--- src/rtl/vga_pkg.sv ---
// Shared VGA raster timing constants and helpers for the timing, tile map
// and sprite stages.
package vga_pkg;

   // Default 640x480@60 timing with a 25 MHz pixel rate from a 50 MHz clock.
   localparam int DEF_CLK_DIV = 2;
   localparam int DEF_H_VIS   = 640;
   localparam int DEF_H_FP    = 16;
   localparam int DEF_H_SYNC  = 96;
   localparam int DEF_H_BP    = 48;
   localparam int DEF_V_VIS   = 480;
   localparam int DEF_V_FP    = 10;
   localparam int DEF_V_SYNC  = 2;
   localparam int DEF_V_BP    = 33;

   // Default Donkey Kong play-field rectangle, inclusive bounds.
   localparam int DEF_PLAY_X0 = 150;
   localparam int DEF_PLAY_X1 = 489;
   localparam int DEF_PLAY_Y0 = 20;
   localparam int DEF_PLAY_Y1 = 469;

   // Raster counters are 10 bits wide, so a line or frame may not exceed this.
   localparam int CNT_W     = 10;
   localparam int CNT_LIMIT = 1024;

   // Decoded per-pixel flags, registered alongside the counters.
   typedef struct packed {
      logic hsync;
      logic vsync;
      logic blank_n;
      logic bounds_draw;
      logic line_start;
      logic frame_start;
   } raster_flags_t;

   localparam raster_flags_t FLAGS_RESET = '{
      hsync:       1'b1,
      vsync:       1'b1,
      blank_n:     1'b0,
      bounds_draw: 1'b0,
      line_start:  1'b0,
      frame_start: 1'b0
   };

   function automatic int h_total(input int vis, input int fp, input int sync, input int bp);
      return vis + fp + sync + bp;
   endfunction

   function automatic int v_total(input int vis, input int fp, input int sync, input int bp);
      return vis + fp + sync + bp;
   endfunction

endpackage

--- src/rtl/pix_div.sv ---
// Pixel-enable divider: one-clock strobe every CLK_DIV board clocks.
// With CLK_DIV=1 the strobe is held high continuously once out of reset.
module pix_div #(
   parameter int CLK_DIV = 2
) (
   input  logic clk,
   input  logic rst_n,
   output logic pix_en
);

   localparam int DIV_W = (CLK_DIV > 1) ? $clog2(CLK_DIV) : 1;
   localparam logic [DIV_W-1:0] DIV_LAST = DIV_W'(CLK_DIV - 1);

   logic [DIV_W-1:0] div_q;
   logic [DIV_W-1:0] div_d;
   logic             pix_en_q;
   logic             pix_en_d;

   if (CLK_DIV < 1) begin : g_div_chk
      $error("pix_div: CLK_DIV must be at least 1");
   end

   // Next divider count; strobe fires on the clock after the count reaches its last value.
   always_comb begin
      if (div_q == DIV_LAST) begin
         div_d = {DIV_W{1'b0}};
      end else begin
         div_d = div_q + DIV_W'(1);
      end
      pix_en_d = (div_q == DIV_LAST);
   end

   // Divider and strobe registers with synchronous active-low reset.
   always_ff @(posedge clk) begin
      if (!rst_n) begin
         div_q    <= {DIV_W{1'b0}};
         pix_en_q <= 1'b0;
      end else begin
         div_q    <= div_d;
         pix_en_q <= pix_en_d;
      end
   end

   assign pix_en = pix_en_q;

endmodule

--- src/rtl/vga_timing.sv ---
// VGA raster generator: h/v counters advancing on the pixel strobe, with
// sync, visible-area, play-field and line/frame-start flags registered from
// the next counter values so they line up with hcount/vcount.
module vga_timing
   import vga_pkg::*;
#(
   parameter int CLK_DIV = DEF_CLK_DIV,
   parameter int H_VIS   = DEF_H_VIS,
   parameter int H_FP    = DEF_H_FP,
   parameter int H_SYNC  = DEF_H_SYNC,
   parameter int H_BP    = DEF_H_BP,
   parameter int V_VIS   = DEF_V_VIS,
   parameter int V_FP    = DEF_V_FP,
   parameter int V_SYNC  = DEF_V_SYNC,
   parameter int V_BP    = DEF_V_BP,
   parameter int PLAY_X0 = DEF_PLAY_X0,
   parameter int PLAY_X1 = DEF_PLAY_X1,
   parameter int PLAY_Y0 = DEF_PLAY_Y0,
   parameter int PLAY_Y1 = DEF_PLAY_Y1
) (
   input  logic       clk,
   input  logic       rst_n,
   output logic       pix_en,
   output logic [9:0] hcount,
   output logic [9:0] vcount,
   output logic       hsync,
   output logic       vsync,
   output logic       blank_n,
   output logic       bounds_draw,
   output logic       line_start,
   output logic       frame_start
);

   localparam int H_TOTAL = h_total(H_VIS, H_FP, H_SYNC, H_BP);
   localparam int V_TOTAL = v_total(V_VIS, V_FP, V_SYNC, V_BP);

   // Comparisons run at 11 bits so a boundary equal to the counter limit still fits.
   localparam logic [10:0] H_LAST   = 11'(H_TOTAL - 1);
   localparam logic [10:0] V_LAST   = 11'(V_TOTAL - 1);
   localparam logic [10:0] HS_START = 11'(H_VIS + H_FP);
   localparam logic [10:0] HS_END   = 11'(H_VIS + H_FP + H_SYNC);
   localparam logic [10:0] VS_START = 11'(V_VIS + V_FP);
   localparam logic [10:0] VS_END   = 11'(V_VIS + V_FP + V_SYNC);
   localparam logic [10:0] H_VIS_W  = 11'(H_VIS);
   localparam logic [10:0] V_VIS_W  = 11'(V_VIS);
   localparam logic [10:0] PX0      = 11'(PLAY_X0);
   localparam logic [10:0] PX1      = 11'(PLAY_X1);
   localparam logic [10:0] PY0      = 11'(PLAY_Y0);
   localparam logic [10:0] PY1      = 11'(PLAY_Y1);

   if (H_TOTAL > CNT_LIMIT) begin : g_h_total_chk
      $error("vga_timing: H_TOTAL exceeds the 10-bit counter range");
   end
   if (V_TOTAL > CNT_LIMIT) begin : g_v_total_chk
      $error("vga_timing: V_TOTAL exceeds the 10-bit counter range");
   end

   logic          pix_en_s;
   logic [9:0]    hcount_q;
   logic [9:0]    hcount_d;
   logic [9:0]    vcount_q;
   logic [9:0]    vcount_d;
   raster_flags_t flags_q;
   raster_flags_t flags_d;
   logic [10:0]   h_x_s;
   logic [10:0]   v_x_s;
   logic          blank_next_s;

   pix_div #(
      .CLK_DIV (CLK_DIV)
   ) u_pix_div (
      .clk    (clk),
      .rst_n  (rst_n),
      .pix_en (pix_en_s)
   );

   // Next raster position: advance on the strobe, wrapping the line and the frame.
   always_comb begin
      hcount_d = hcount_q;
      vcount_d = vcount_q;
      if (pix_en_s) begin
         if ({1'b0, hcount_q} == H_LAST) begin
            hcount_d = 10'd0;
            if ({1'b0, vcount_q} == V_LAST) begin
               vcount_d = 10'd0;
            end else begin
               vcount_d = vcount_q + 10'd1;
            end
         end else begin
            hcount_d = hcount_q + 10'd1;
            vcount_d = vcount_q;
         end
      end else begin
         hcount_d = hcount_q;
         vcount_d = vcount_q;
      end
   end

   assign h_x_s        = {1'b0, hcount_d};
   assign v_x_s        = {1'b0, vcount_d};
   assign blank_next_s = (h_x_s < H_VIS_W) && (v_x_s < V_VIS_W);

   // Decode flags for the position being loaded; start pulses last one clock only.
   always_comb begin
      flags_d = flags_q;
      if (pix_en_s) begin
         flags_d.hsync       = ~((h_x_s >= HS_START) && (h_x_s < HS_END));
         flags_d.vsync       = ~((v_x_s >= VS_START) && (v_x_s < VS_END));
         flags_d.blank_n     = blank_next_s;
         flags_d.bounds_draw = blank_next_s &&
                               (h_x_s >= PX0) && (h_x_s <= PX1) &&
                               (v_x_s >= PY0) && (v_x_s <= PY1);
         flags_d.line_start  = (hcount_d == 10'd0);
         flags_d.frame_start = (hcount_d == 10'd0) && (vcount_d == 10'd0);
      end else begin
         flags_d.line_start  = 1'b0;
         flags_d.frame_start = 1'b0;
      end
   end

   // Counter and flag registers; reset wins over the strobe at any clock edge.
   always_ff @(posedge clk) begin
      if (!rst_n) begin
         hcount_q <= 10'd0;
         vcount_q <= 10'd0;
         flags_q  <= FLAGS_RESET;
      end else begin
         hcount_q <= hcount_d;
         vcount_q <= vcount_d;
         flags_q  <= flags_d;
      end
   end

   assign pix_en      = pix_en_s;
   assign hcount      = hcount_q;
   assign vcount      = vcount_q;
   assign hsync       = flags_q.hsync;
   assign vsync       = flags_q.vsync;
   assign blank_n     = flags_q.blank_n;
   assign bounds_draw = flags_q.bounds_draw;
   assign line_start  = flags_q.line_start;
   assign frame_start = flags_q.frame_start;

endmodule

--- config.mk ---
export PLATFORM = sky130hd
export DESIGN_NAME = vga_timing
export DESIGN_NICKNAME = d
export VERILOG_FILES = /design/src/rtl/vga_pkg.sv /design/src/rtl/pix_div.sv /design/src/rtl/vga_timing.sv
export SDC_FILE = /design/constraint.sdc
export NUM_CORES = 1
export LEC_CHECK = 0
export ABC_AREA = 0
export BUFFER_PORTS_ARGS = -buffer_cell sky130_fd_sc_hd__buf_2
export CAP_MARGIN = 40
export CORE_ASPECT_RATIO = 2
export CORE_MARGIN = 8
export CORE_UTILIZATION = 30
export DETAILED_ROUTE_END_ITERATION = 8
export GPL_TIMING_DRIVEN = 0
export PLACE_DENSITY_LB_ADDON = 0.08
export SYNTH_ARGS = -nofsm -noshare
export SYNTH_HDL_FRONTEND = slang
export SYNTH_SLANG_ARGS = --single-unit
--- constraint.sdc ---
create_clock -name clk -period 4.6 [get_ports clk]
set_input_delay 0.46 -clock clk [delete_from_list [all_inputs] [get_ports clk]]
set_output_delay 0.46 -clock clk [all_outputs]
set_load 0.005 [all_outputs]
==> impl_metrics.csv <==
group,metric,value,unit
timing,setup-violations-final,0,
worst_setup_path,crit_fanout,10,
worst_setup_path,cp_top_family,"simple AND/OR/NAND/NOR gates",
layout,final_cells,298,
worst_setup_path,cp_data_arrival_time,2880,ps
clock_tree,clkLatencyLatePin,260,ps
timing,fin_crit,2721,ps
clock_tree,clock_sinks,28,
placed_design,hpwlAfterDp,4.262,mm
detailed_routing,routedWlPerCell,18.12,um
yosys,synth.top_cell.area_share,0.3232,
yosys,synthCells,206,
timing,hold_slack,406.7,ps
yosys,ys_types,55,
yosys,netlist_area,1734,um^2
timing,tns,0,ps
yosys,yosys.area.top_type,"dfxtp_1",
run_status,status,"finished clean",
die,io_pins,29,
worst_setup_path,path_buf_inv,1,
yosys,yosysSeqAreaShare,0.3232,
clock_tree,root_buffer,"clkbuf_16",
die,start_util,0.3064,
placed_design,port_buffers,28,
layout,syn_to_final_growth,16.81,%
grt,grt_pass1_vias,1739,
layout,antenna-diode-count,0,
yosys,synth_enable_flop_cells,0,
timing,slew_violations,0,
detailed_routing,drt-pass1-iter-count,4,
worst_setup_path,worstSetupEndpointType,"register",
clock_tree,post_cts_buffers,0,
detailed_routing,ant_nets,0,
placed_design,finalWeightedCongestion,0.8780,
clock_tree,clkTransAtPathRegs,70,ps
worst_hold_path,hold_path_class,"register to register",
timing,timing.final.crit_share,0.5916,
timing,worst_pin_slew,595.2,ps
yosys,synthesis.nets,211,
detailed_routing,drc_errors,0,
yosys,synth_flop_cell,"dfxtp_1",
layout,nets,244,
grt,grt-ovfl-total,0,
yosys,yosysMostFrequentCell,"dfxtp_1",
yosys,synth_area_leaders,"dfxtp_1 32%, nand2_1 3.7%, nor2b_1 3.6%",
pwr,powerDensity,231.3,nW/um^2
clock_tree,clockBufferDepth,2,
yosys,ys_ff_latch,28,
detailed_routing,vias,1646,
clock_tree,htree_levels,1,
clock_tree,ctsHoldBuffers,0,
worst_setup_path,cp_slowest_cell,"dfxtp_1",
timing,rsz0062_at_grt,"no",
detailed_routing,wl,5.399,mm
worst_setup_path,critical_path.cell_chain,"ha_1, and3_2, and3_4, buf_6, nand4_1, xor2_1, and4_1, o21ai_0, a32o_1",
timing,fmax,367.5,MHz
die,die-area,8617,um^2
pwr,static-leakage-power,0.8481,nW
worst_setup_path,cp_data_required_time,4760,ps
layout,drive_gt1_frac,0.1941,
die,die_w,69.76,um
clock_tree,cts-buffers-inserted,3,
die,core_area,5660,um^2
worst_setup_path,start_kind,"register",
timing,max-slew-margin-rel,0.6003,
timing,hold_viol_final,0,
job,maxCapViolations,0,
placed_design,numPlacedInstances,295,
yosys,synth.avg_cell_area,8.418,um^2
yosys,synthTopCellsByCount,"28 x dfxtp_1, 17 x nand2_1, 16 x nor2_1, 10 x nor2b_1, 9 x o21ai_0",
yosys,postSynth.asyncResetShare,0,
yosys,yosys_warnings,0,
grt,grt_max_degree,15,
grt,antenna_found_initial,0,
grt,grt_pass1_wl,8.611,mm
worst_setup_path,cpPeakStageDelay,520,ps
clock_tree,cts_resized,0,
worst_setup_path,crit_type,"register to register",
detailed_routing,vias_per_cell,5.523,
timing,clock_skew,2.873,ps
layout,fillers,621,
die,rows,39,
grt,track_usage,0.1255,
clock_tree,cts_tree,"done",
detailed_routing,drtIter0Drc,78,
pwr,max-vdd-ir-drop,0.1457,mV
die,fp.dieH,123.5,um
==> cell type report <==
type / instances / area [um^2] / area share
Multi-Input combinational cell: 161 / 1091 / 0.5386
Sequential cell: 28 / 560.5 / 0.2767
Timing Repair Buffer: 28 / 140.1 / 0.06918
Tap cell: 61 / 76.32 / 0.03768
Clock buffer: 3 / 75.07 / 0.03706
Buffer: 12 / 63.81 / 0.03150
Inverter: 5 / 18.77 / 0.009265
==> per-layer routing <==
metal | GRT usage | vias to the layer above | share of wire
met5 | 0 | - | 0
met4 | 0.09608 | 0 | 0.057
met3 | 0.01847 | 17 | 0.024
met2 | 0.2458 | 43 | 0.54
met1 | 0.1109 | 769 | 0.38
li1 | - | 817 | -
==> worst register-to-register path, cell delays in order (launching register included) <==
cell and delay (ps):
dfxtp_1 520, ha_1 270, and3_2 270, and3_4 210, buf_6 140, nand4_1 130, xor2_1 470, and4_1 280
o21ai_0 90, a32o_1 240
==> stage by stage <==
stage / instance area [um^2] / setup slack [ps] / power [mW] / utilization
2_1_floorplan: 1734 / 2379 / 0.2682 / -
3_3_place_gp: 1951 / 1942 / 0.2777 / 0.3446
3_5_place_dp: 1951 / 1931 / 0.2774 / 0.3446
4_1_cts: 2026 / 1911 / 0.4779 / 0.3579
5_1_grt: 2026 / 1718 / 0.4849 / 0.3579
6_report: 2026 / 1879 / 0.4685 / 0.3579
==> placed cells by master, fill, tap and decap left out, types with 3 or more instances in the layout <==
cell       count
nor2_1        16
and2_1         5
and4_1         4
clkbuf_16      3
o211ai_1       3
ha_1           3
mux2i_1        3
nor2b_1       10
nand3_1        5
nor3b_1        3
inv_1          5
o21ai_0        9
a21oi_1        8
xnor2_1        7
nand2_1       17
buf_2         31
and3_1         8
nand4_1        5
clkbuf_1       7
nor3_1         8
dfxtp_1       28
xor2_1         7
==> power by group <==
part | switching, mW | internal (mW)
logic | 0.0127 | 0.00997
clock network | 0.0817 | 0.115
registers | 0.00316 | 0.245
total | 0.0976 | 0.371
==> path summary, 6_finish.rpt <==
path	to	start	cells past startpoint	slack, ps
worst max register to register	bounds_draw$_SDFFE_PN0P_	hcount[0]$_SDFF_PN0_	9	1880
worst max-delay path	bounds_draw$_SDFFE_PN0P_	hcount[0]$_SDFF_PN0_	9	1880
worst min register to register	u_pix_div.div_q$_SDFF_PP0_	u_pix_div.div_q$_SDFF_PP0_	1	410
worst min-delay path	u_pix_div.div_q$_SDFF_PP0_	u_pix_div.div_q$_SDFF_PP0_	1	410
==> sequential cells by signal, indices dropped and copies added, names as in the netlist <==
| signal | flops |
|---|---|
| line_start | 1 |
| hsync | 1 |
| blank_n | 1 |
| vcount | 10 |
| vsync | 1 |
| u_pix_div.div_q | 1 |
| bounds_draw | 1 |
| frame_start | 1 |
| hcount | 10 |
| u_pix_div.pix_en | 1 |
==> cells by family (layout without fill, tap and decap cells) <==
kind of cell               count (synthesis)  after routing  share of synthesized area
xor gates and xnor gates                  14             14                    0.07071
AOI/OAI and AO/OA                         41             41                     0.1631
adders and majority gates                  3              3                    0.02165
and+or+nand+nor                           99             99                     0.3499
buffers and inverters                     17             48                    0.04762
muxes                                      4              4                    0.02381
DFF                                       28             28                     0.3232
No activity file was read; power rests on OpenSTA's default activity.
